### config.mk
export PLATFORM = sky130hd
export DESIGN_NAME = cmd_reg_loader
export DESIGN_NICKNAME = d
export VERILOG_FILES = /design/src/rtl/cmd_reg_loader.sv
export SDC_FILE = /design/constraint.sdc
export NUM_CORES = 1
export LEC_CHECK = 0
export CAP_MARGIN = 20
export CORE_MARGIN = 2
export CORE_UTILIZATION = 40
export DETAILED_ROUTE_END_ITERATION = 10
export SYNTH_ARGS = -nofsm -noshare
export SYNTH_HDL_FRONTEND = slang
export SYNTH_SLANG_ARGS = --single-unit
### constraint.sdc
create_clock -name clk -period 8.75 [get_ports clk]
set_input_delay 1.75 -clock clk [delete_from_list [all_inputs] [get_ports clk]]
set_output_delay 1.75 -clock clk [all_outputs]
set_load 0.005 [all_outputs]
### src/rtl/cmd_reg_loader.sv
// Command-frame register loader.
// Reads a frame from the command RAM and checks its 16-bit wrap-around checksum.
// If the checksum matches, it replays each three-word entry as one 32-bit register write.
// Data returned by the RAM is matched to its request by a valid tag RD_LAT stages deep.
module cmd_reg_loader #(
  parameter int RD_LAT    = 2,
  parameter int MAX_WORDS = 2047
) (
  input  logic        clk,
  input  logic        rst_n,
  input  logic        cmd_valid,
  input  logic [15:0] cmd_frame_length,
  output logic [10:0] ram_addr_rx,
  output logic        ram_rd,
  input  logic [15:0] ram_dout_rx,
  output logic        reg_wr_valid,
  input  logic        reg_wr_ready,
  output logic [15:0] reg_wr_addr,
  output logic [31:0] reg_wr_data,
  output logic        busy,
  output logic        done,
  output logic        err_len,
  output logic        err_csum,
  output logic [9:0]  entry_cnt,
  output logic        cmd_drop
);

  typedef enum logic [2:0] {
    IDLE       = 3'd0,
    CHK        = 3'd1,
    CHK_WAIT   = 3'd2,
    FETCH      = 3'd3,
    FETCH_WAIT = 3'd4,
    WRITE      = 3'd5,
    DONE       = 3'd6
  } state_e;

  state_e            state_q, state_d;
  logic [10:0]       n_q, n_d;
  logic [10:0]       addr_q, addr_d;
  logic              rd_q, rd_d;
  logic [RD_LAT-1:0] tag_q, tag_d;
  logic [10:0]       ret_cnt_q, ret_cnt_d;
  logic [15:0]       sum_q, sum_d;
  logic [1:0]        sub_q, sub_d;
  logic [15:0]       ent_addr_q, ent_addr_d;
  logic [15:0]       ent_hi_q, ent_hi_d;
  logic              wr_valid_q, wr_valid_d;
  logic [15:0]       wr_addr_q, wr_addr_d;
  logic [31:0]       wr_data_q, wr_data_d;
  logic              busy_q, busy_d;
  logic              done_q, done_d;
  logic              err_len_q, err_len_d;
  logic              err_csum_q, err_csum_d;
  logic [9:0]        entry_cnt_q, entry_cnt_d;
  logic              drop_q, drop_d;

  logic              len_ok_s;
  logic              rvalid_s;

  // A length is usable only if it holds at least one entry plus a checksum and fits the RAM.
  assign len_ok_s = (cmd_frame_length >= 16'd4) &&
                    (cmd_frame_length <= 16'(MAX_WORDS)) &&
                    (((cmd_frame_length - 16'd1) % 16'd3) == 16'd0);

  // The oldest tag stage marks the cycle in which ram_dout_rx holds requested data.
  assign rvalid_s = tag_q[RD_LAT-1];

  // Shift the read-request flag down the tag pipe, one stage per clock.
  always_comb begin
    tag_d    = '0;
    tag_d[0] = rd_q;
    for (int i = 1; i < RD_LAT; i++) begin
      tag_d[i] = tag_q[i-1];
    end
  end

  // Next-state and datapath decode; every register defaults to holding its value.
  always_comb begin
    state_d     = state_q;
    n_d         = n_q;
    addr_d      = addr_q;
    rd_d        = 1'b0;
    ret_cnt_d   = ret_cnt_q;
    sum_d       = sum_q;
    sub_d       = sub_q;
    ent_addr_d  = ent_addr_q;
    ent_hi_d    = ent_hi_q;
    wr_valid_d  = 1'b0;
    wr_addr_d   = wr_addr_q;
    wr_data_d   = wr_data_q;
    err_len_d   = err_len_q;
    err_csum_d  = err_csum_q;
    entry_cnt_d = entry_cnt_q;
    drop_d      = cmd_valid && (state_q != IDLE);

    case (state_q)
      IDLE: begin
        if (cmd_valid) begin
          entry_cnt_d = 10'd0;
          err_len_d   = 1'b0;
          err_csum_d  = 1'b0;
          if (len_ok_s) begin
            n_d       = cmd_frame_length[10:0];
            state_d   = CHK;
            rd_d      = 1'b1;
            addr_d    = 11'd0;
            ret_cnt_d = 11'd0;
            sum_d     = 16'd0;
          end else begin
            err_len_d = 1'b1;
            state_d   = DONE;
          end
        end else begin
          state_d = IDLE;
        end
      end

      CHK: begin
        // Only words 0..N-2 can return while still issuing, so every return is summed here.
        if (addr_q == (n_q - 11'd1)) begin
          state_d = CHK_WAIT;
        end else begin
          rd_d   = 1'b1;
          addr_d = addr_q + 11'd1;
        end
        if (rvalid_s) begin
          sum_d     = sum_q + ram_dout_rx;
          ret_cnt_d = ret_cnt_q + 11'd1;
        end else begin
          sum_d = sum_q;
        end
      end

      CHK_WAIT: begin
        if (rvalid_s) begin
          if (ret_cnt_q == (n_q - 11'd1)) begin
            if (ram_dout_rx != sum_q) begin
              err_csum_d = 1'b1;
              state_d    = DONE;
            end else begin
              state_d   = FETCH;
              addr_d    = 11'd0;
              rd_d      = 1'b1;
              sub_d     = 2'd0;
              ret_cnt_d = 11'd0;
            end
          end else begin
            sum_d     = sum_q + ram_dout_rx;
            ret_cnt_d = ret_cnt_q + 11'd1;
          end
        end else begin
          state_d = CHK_WAIT;
        end
      end

      FETCH: begin
        if (sub_q == 2'd2) begin
          state_d = FETCH_WAIT;
        end else begin
          rd_d   = 1'b1;
          addr_d = addr_q + 11'd1;
          sub_d  = sub_q + 2'd1;
        end
        // The third word of an entry is never back before issuing ends.
        if (rvalid_s) begin
          if (ret_cnt_q == 11'd0) begin
            ent_addr_d = ram_dout_rx;
          end else begin
            ent_hi_d = ram_dout_rx;
          end
          ret_cnt_d = ret_cnt_q + 11'd1;
        end else begin
          ret_cnt_d = ret_cnt_q;
        end
      end

      FETCH_WAIT: begin
        if (rvalid_s) begin
          if (ret_cnt_q == 11'd2) begin
            wr_addr_d  = ent_addr_q;
            wr_data_d  = {ent_hi_q, ram_dout_rx};
            wr_valid_d = 1'b1;
            state_d    = WRITE;
          end else if (ret_cnt_q == 11'd1) begin
            ent_hi_d  = ram_dout_rx;
            ret_cnt_d = ret_cnt_q + 11'd1;
          end else begin
            ent_addr_d = ram_dout_rx;
            ret_cnt_d  = ret_cnt_q + 11'd1;
          end
        end else begin
          state_d = FETCH_WAIT;
        end
      end

      WRITE: begin
        wr_valid_d = 1'b1;
        if (wr_valid_q && reg_wr_ready) begin
          wr_valid_d  = 1'b0;
          entry_cnt_d = entry_cnt_q + 10'd1;
          // addr_q sits on the entry's last word; N-2 means the checksum word is next.
          if (addr_q == (n_q - 11'd2)) begin
            state_d = DONE;
          end else begin
            state_d   = FETCH;
            addr_d    = addr_q + 11'd1;
            rd_d      = 1'b1;
            sub_d     = 2'd0;
            ret_cnt_d = 11'd0;
          end
        end else begin
          state_d = WRITE;
        end
      end

      DONE: begin
        state_d = IDLE;
      end

      default: begin
        state_d = IDLE;
      end
    endcase

    busy_d = (state_d != IDLE) && (state_d != DONE);
    done_d = (state_d == DONE);
  end

  // State and output registers; reset returns the block to an idle, silent state at once.
  always_ff @(posedge clk or negedge rst_n) begin
    if (!rst_n) begin
      state_q     <= IDLE;
      n_q         <= 11'd0;
      addr_q      <= 11'd0;
      rd_q        <= 1'b0;
      tag_q       <= '0;
      ret_cnt_q   <= 11'd0;
      sum_q       <= 16'd0;
      sub_q       <= 2'd0;
      ent_addr_q  <= 16'd0;
      ent_hi_q    <= 16'd0;
      wr_valid_q  <= 1'b0;
      wr_addr_q   <= 16'd0;
      wr_data_q   <= 32'd0;
      busy_q      <= 1'b0;
      done_q      <= 1'b0;
      err_len_q   <= 1'b0;
      err_csum_q  <= 1'b0;
      entry_cnt_q <= 10'd0;
      drop_q      <= 1'b0;
    end else begin
      state_q     <= state_d;
      n_q         <= n_d;
      addr_q      <= addr_d;
      rd_q        <= rd_d;
      tag_q       <= tag_d;
      ret_cnt_q   <= ret_cnt_d;
      sum_q       <= sum_d;
      sub_q       <= sub_d;
      ent_addr_q  <= ent_addr_d;
      ent_hi_q    <= ent_hi_d;
      wr_valid_q  <= wr_valid_d;
      wr_addr_q   <= wr_addr_d;
      wr_data_q   <= wr_data_d;
      busy_q      <= busy_d;
      done_q      <= done_d;
      err_len_q   <= err_len_d;
      err_csum_q  <= err_csum_d;
      entry_cnt_q <= entry_cnt_d;
      drop_q      <= drop_d;
    end
  end

  assign ram_addr_rx  = addr_q;
  assign ram_rd       = rd_q;
  assign reg_wr_valid = wr_valid_q;
  assign reg_wr_addr  = wr_addr_q;
  assign reg_wr_data  = wr_data_q;
  assign busy         = busy_q;
  assign done         = done_q;
  assign err_len      = err_len_q;
  assign err_csum     = err_csum_q;
  assign entry_cnt    = entry_cnt_q;
  assign cmd_drop     = drop_q;

endmodule

### Word-level counts from Yosys, hierarchy flattened

Cells that the tools add are included.

* bits in registers: 153
* bits of input ports: 36
* output and inout bits: 76
* word-level logic and storage cells: 172

* add/sub/neg operators: 8
* div/mod/pow operators: 1
* order comparisons: 2
* equality and inequality tests: 35
* muxes and demuxes: 78
* reduce and logical (&&, ||, !) cells: 29

Operators by type and width (count)
* two-way mux 16 bit: 15
* two-way mux 11 bit: 16
* one-hot mux 11 bit (5 select lines): 2
* one-hot mux 16 bit (2 select lines): 2
* one-hot mux 16 bit (3 select lines): 1
* inequality test 2 bit (second input constant): 19
* equality test 11 bit: 3
* two-way mux 3 bit: 11
* adder 11 x 1 -> 11 bit (second input constant): 2
* two-way mux 10 bit: 2
* one-hot mux 10 bit (2 select lines): 1
* AND reduction 10 bit: 2
* one-hot mux 3 bit (6 select lines): 1
* AND reduction 6 bit: 3
* two-way mux 1 bit: 17
* adder 16 bit: 1
* >= comparator 16 x 3 -> 1 bit (second input constant): 1
* less-or-equal comparator 16 x 11 -> 1 bit (second input constant): 1
* zero test 16 bit: 1
* modulo 16 x 2 -> 16 bit (second input constant): 1
* inequality test 16 bit: 1
* subtractor 16 x 1 -> 16 bit (second input constant): 1
* two-way mux 2 bit: 6
* nonzero test 3 bit: 4
* 25 further kinds: 39

### Logic depth before layout (Yosys ltp)

* word-level depth: 9
* gate-level depth with buffers: 30
* depth with buffers taken out: 25

### Worst setup path before layout

OpenSTA, ideal clock, no wires.

* path type: in2reg
* start point: input port cmd_frame_length[0]
* end point: register sum_q[10]
* library setup time: 127 ps
* arrival: 7606 ps
* data required time: 8623 ps
* slack: 1016 ps
* cell stages on the path: 28
* path buffers: 4
* path through: buf_2 inv_1 ha_1 buf_2 nor3b_1 nand4_1 xor2_2 xnor2_1 a2111oi_1 a211oi_2 or4_1 o211ai_1 o21a_1 nor3_1 a211oi_1 o211ai_1 buf_2 ha_1 a2111oi_2 xnor2_1 ha_1 nor3b_1 o41ai_1 o31a_1 a211o_1 nand2_2 buf_6 mux2_1

* word-level cells in the longest chain between the ends: 6
* elaborated cells on any way between the ends: 9
* classes of those cells: add/sub: 1; div: 1; order compare: 2; eq/ne: 1; reduce/logical: 4

RTL lines
* start: declaration: RTL line 12 `input logic [15:0] cmd_frame_length,`
* subtractor 16 x 1 -> 16 bit: RTL line 64 `(((cmd_frame_length - 16'd1) % 16'd3) == 16'd0);`
* modulo 16 x 2 -> 16 bit: RTL line 64
* zero test 16 bit: RTL line 64
* logical AND 1 bit (*): RTL line 63 `(cmd_frame_length <= 16'(MAX_WORDS)) &&`
* inequality test 2 bit (no line) (*)
* AND reduction 6 bit (no line) (*)
* end signal: assignment: RTL line 259 `sum_q <= sum_d;`
* end: declaration: RTL line 44 `logic [15:0] sum_q, sum_d;`

Every way passes the cells marked *; elsewhere a longest branch is shown, timed or not.
A chain may end at the register's enable or synchronous reset.

### Worst setup path in the final report

* start point: input port cmd_frame_length[0]
* end point: register ret_cnt_q[0]

* word-level cells in the longest chain between the ends: 6
* elaborated cells on any way between the ends: 9
* classes of those cells: add/sub: 1; div: 1; order compare: 2; eq/ne: 1; reduce/logical: 4

RTL lines
* subtractor 16 x 1 -> 16 bit: RTL line 64
* modulo 16 x 2 -> 16 bit: RTL line 64
* zero test 16 bit: RTL line 64
* logical AND 1 bit (*): RTL line 63
* inequality test 2 bit (no line) (*)
* AND reduction 10 bit (no line) (*)
* end signal: assignment: RTL line 258 `ret_cnt_q <= ret_cnt_d;`
* end: declaration: RTL line 43 `logic [10:0] ret_cnt_q, ret_cnt_d;`

Marks and branches as above.

==> impl_metrics.json <==
{
  "post_cts_buffers": 0,
  "grt_pass1_vias": 7544,
  "drv_slew": 0,
  "seqPwrFrac_pct": 37.4,
  "ys_seq_elements": 153,
  "cts_made_buffers": 17,
  "io_buffers": 111,
  "max_freq_mhz": 122.8,
  "worst-endpoint-arrival_ns": 8.45,
  "power.total_mw": 2.745,
  "die_y_um": 158.9,
  "path_class": "primary input to flop",
  "cts_tree": "built",
  "ctsHoldBuffers": 0,
  "syn_area_per_cell_um2": 9.745,
  "slowest_stage": "or4_1",
  "num_vias": 7704,
  "synth_cell_types": 83,
  "timing.hold.ws_ns": 0.3526,
  "cts-root-buf": "clkbuf_16",
  "final_cell_mix": "153 x dfrtp_1, 110 x clkdlybuf4s50_1, 88 x mux2_2",
  "min_period_ns": 8.143,
  "num-nets-final": 1154,
  "first_iter_violations": 574,
  "finalSetupViolCount": 0,
  "period_share_pct": 93.06,
  "cts.clk_slew.worst_paths_ns": 0.06,
  "synth_cells": 985,
  "die_area_um2": 25250,
  "multi_input_area_um2": 5455,
  "ir_drop_mv": 0.1524,
  "start_util_pct": 40.77,
  "rows": 56,
  "status": "completed",
  "grt_max_degree": 87,
  "htreeDepth": 4,
  "power_density_nw_per_um2": 235.2,
  "viasPerCell": 5.437,
  "seq_area_um2": 3829,
  "clock_power_share_pct": 27.3,
  "die_w_um": 158.9,
  "hold_viol": 0,
  "n_antenna_cell": 0,
  "start_kind": "primary input",
  "clock_skew_ns": 0.01887,
  "worstReg2RegStart": "n_q[1]$_DFFE_PN0P_",
  "gr-usage-all-layers_pct": 18.94,
  "clock_sinks": 153,
  "synth_fp_nets": 1052,
  "drtPass1Iterations": 4,
  "avgRoutedWirePerCell_um": 16.61,
  "area_growth_syn_to_layout_pct": 21.56,
  "end_kind": "flop",
  "layoutNonFillerInstCount": 1417,
  "crit_path_frequent_cell": "ha_1",
  "mostFrequentLayoutCell": "dfrtp_1",
  "hpwl_mm": 16.88,
  "final_layout_size_suffix_gt1_share_pct": 15.21,
  "required_ns": 9.06,
  "drv_cap": 0,
  "sw_frac_of_total_pct": 35.82,
  "slowest_delay_ns": 0.53,
  "cts_resized": 0,
  "hp-start": "tag_q[0]$_DFF_PN0_",
  "clk_latency_ns": 0.43,
  "power_switching_mw": 0.9832,
  "power.leakage_nw": 4.997,
  "grt_antenna_before_repair": 0,
  "slew_headroom_pct": 32.21,
  "route.antenna.remaining_nets": 0,
  "place_congestion": 0.8799,
  "yosysWarnings": 0,
  "internal_power_mw": 1.761,
  "tns_ns": 0,
  "ys_async_sr_fraction_pct": 100.0,
  "grt_pass1_wl_mm": 39.23,
  "core_um2": 23540,
  "tightest_slew_ns": 1.016,
  "grt.overflow.total": 0,
  "hp-class": "flop to flop",
  "synth_edf_count": 0,
  "syn_area_um2": 9599,
  "cp_max_fo": 11,
  "rsz0062_at_grt": "false",
  "yosysSeqAreaShare_pct": 39.89,
  "synth_flop_cell": "dfrtp_1",
  "boundaryPins": 112,
  "fillers": 2214,
  "dp_cells": 1387,
  "finalWorstSetupSlack_ns": 0.6071,
  "startpoint": "cmd_frame_length[0]",
  "drt-total-wl_mm": 23.53,
  "combPwrFrac_pct": 35.3,
  "pre_cts_slack_ns": 0.06877,
  "clockBufferDepth": 2,
  "drc": 0
}
-- metal layers --
| metal | vias up | GRT usage [%] | routed length [µm] |
|---|---|---|---|
| li1 | 3769 | - | - |
| met1 | 3721 | 26.45 | 11100 |
| met2 | 200 | 30.35 | 10920 |
| met3 | 14 | 4.049 | 1292 |
| met4 | 0 | 4.256 | 215 |
| met5 | - | 0 | 0 |
-- stage by stage --
stage | cell area [µm²] | utilization (%)
3_3_place_gp | 11050 | 46.93
4_1_cts | 11640 | 49.45
2_1_floorplan | 9599 | -
6_report | 11670 | 49.56
3_5_place_dp | 11050 | 46.93
5_1_grt | 11670 | 49.56
-- Yosys cell counts, types with 7 or more instances --
master	count	area share [%]
a21oi_1	42	2.2
a31oi_1	7	0.46
and3_1	12	0.78
buf_1	7	0.27
buf_2	9	0.47
clkbuf_1	27	1.1
dfrtp_1	153	40
ha_1	30	3.9
inv_1	35	1.4
mux2_1	17	2.0
mux2_2	88	10
nand2_1	75	2.9
nand2b_1	11	0.72
nand3_1	32	1.7
nand4_1	16	1.0
nor2_1	78	3.1
nor2b_1	8	0.52
nor3_1	42	2.2
nor4_1	13	0.85
o211ai_1	9	0.70
o21ai_0	32	1.7
o21bai_1	7	0.55
o2bb2ai_1	12	1.1
or3_1	8	0.52
xnor2_1	50	4.6
xor2_1	37	3.4
-- area by class of cell --
cell class	instances	area share, %
clock inverters	11	1.190
flip-flops and latches	153	32.81
multi-input cells	749	46.75
repair buffers	131	10.82
inverters	35	1.126
clock buffers	19	3.882
well taps	319	3.421
-- logic make-up (layout without fill, tap and decap cells) --
kind of cell               Yosys count  in the layout  share of synthesized area, %
and+or+nand+nor                    332            332                         17.41
AOI/OAI and AO/OA                  186            186                         13.71
adders and majority gates           31             31                         4.119
DFF                                153            153                         39.89
muxes                              112            112                         13.09
buffers and inverters               83            196                         3.676
xor gates and xnor gates            88             88                         8.107
-- flip-flops by register name, summed over array words and instances (netlist names) --
signal / cells
ent_addr_q: 16
sum_q: 16
reg_wr_valid: 1
cmd_drop: 1
ram_rd: 1
ram_addr_rx: 11
state_q: 3
n_q: 11
tag_q: 2
reg_wr_addr: 16
entry_cnt: 10
busy: 1
ret_cnt_q: 11
err_csum: 1
done: 1
reg_wr_data: 32
ent_hi_q: 16
err_len: 1
sub_q: 2
-- power groups by stage --
stage                     clock network (mW)  registers (mW)  logic (mW)
final                                  0.750            1.03       0.969
after global placement                     0            1.04       0.953
after global routing                   0.800            1.05        1.08
after detailed placement                   0            1.04       0.964
after floorplan                            0           0.955       0.768
after CTS                              0.771            1.03       0.969
-- path summary, 6_finish.rpt --
check	to	slack (ns)	depth (start not counted)
max	ret_cnt_q[0]$_DFFE_PN0P_	0.61	25
min	tag_q[1]$_DFF_PN0_	0.35	0
max reg2reg	ram_addr_rx[1]$_DFFE_PN0P_	4.23	18
min reg2reg	tag_q[1]$_DFF_PN0_	0.35	0
max in group asynchronous	ret_cnt_q[7]$_DFFE_PN0P_	5.94	2
min in group asynchronous	reg_wr_data[18]$_DFFE_PN0P_	1.36	1
-- worst max-delay path: cells and delay by family --
kind | cells | cell delay (ns)
xor+xnor | 3 | 0.68
fa+ha+maj | 3 | 0.79
simple gates | 5 | 1.36
compound gates | 11 | 2.98
mux | 1 | 0.32
buf+inv | 2 | 0.55
Note: power is estimated with default switching activity, not from simulation.
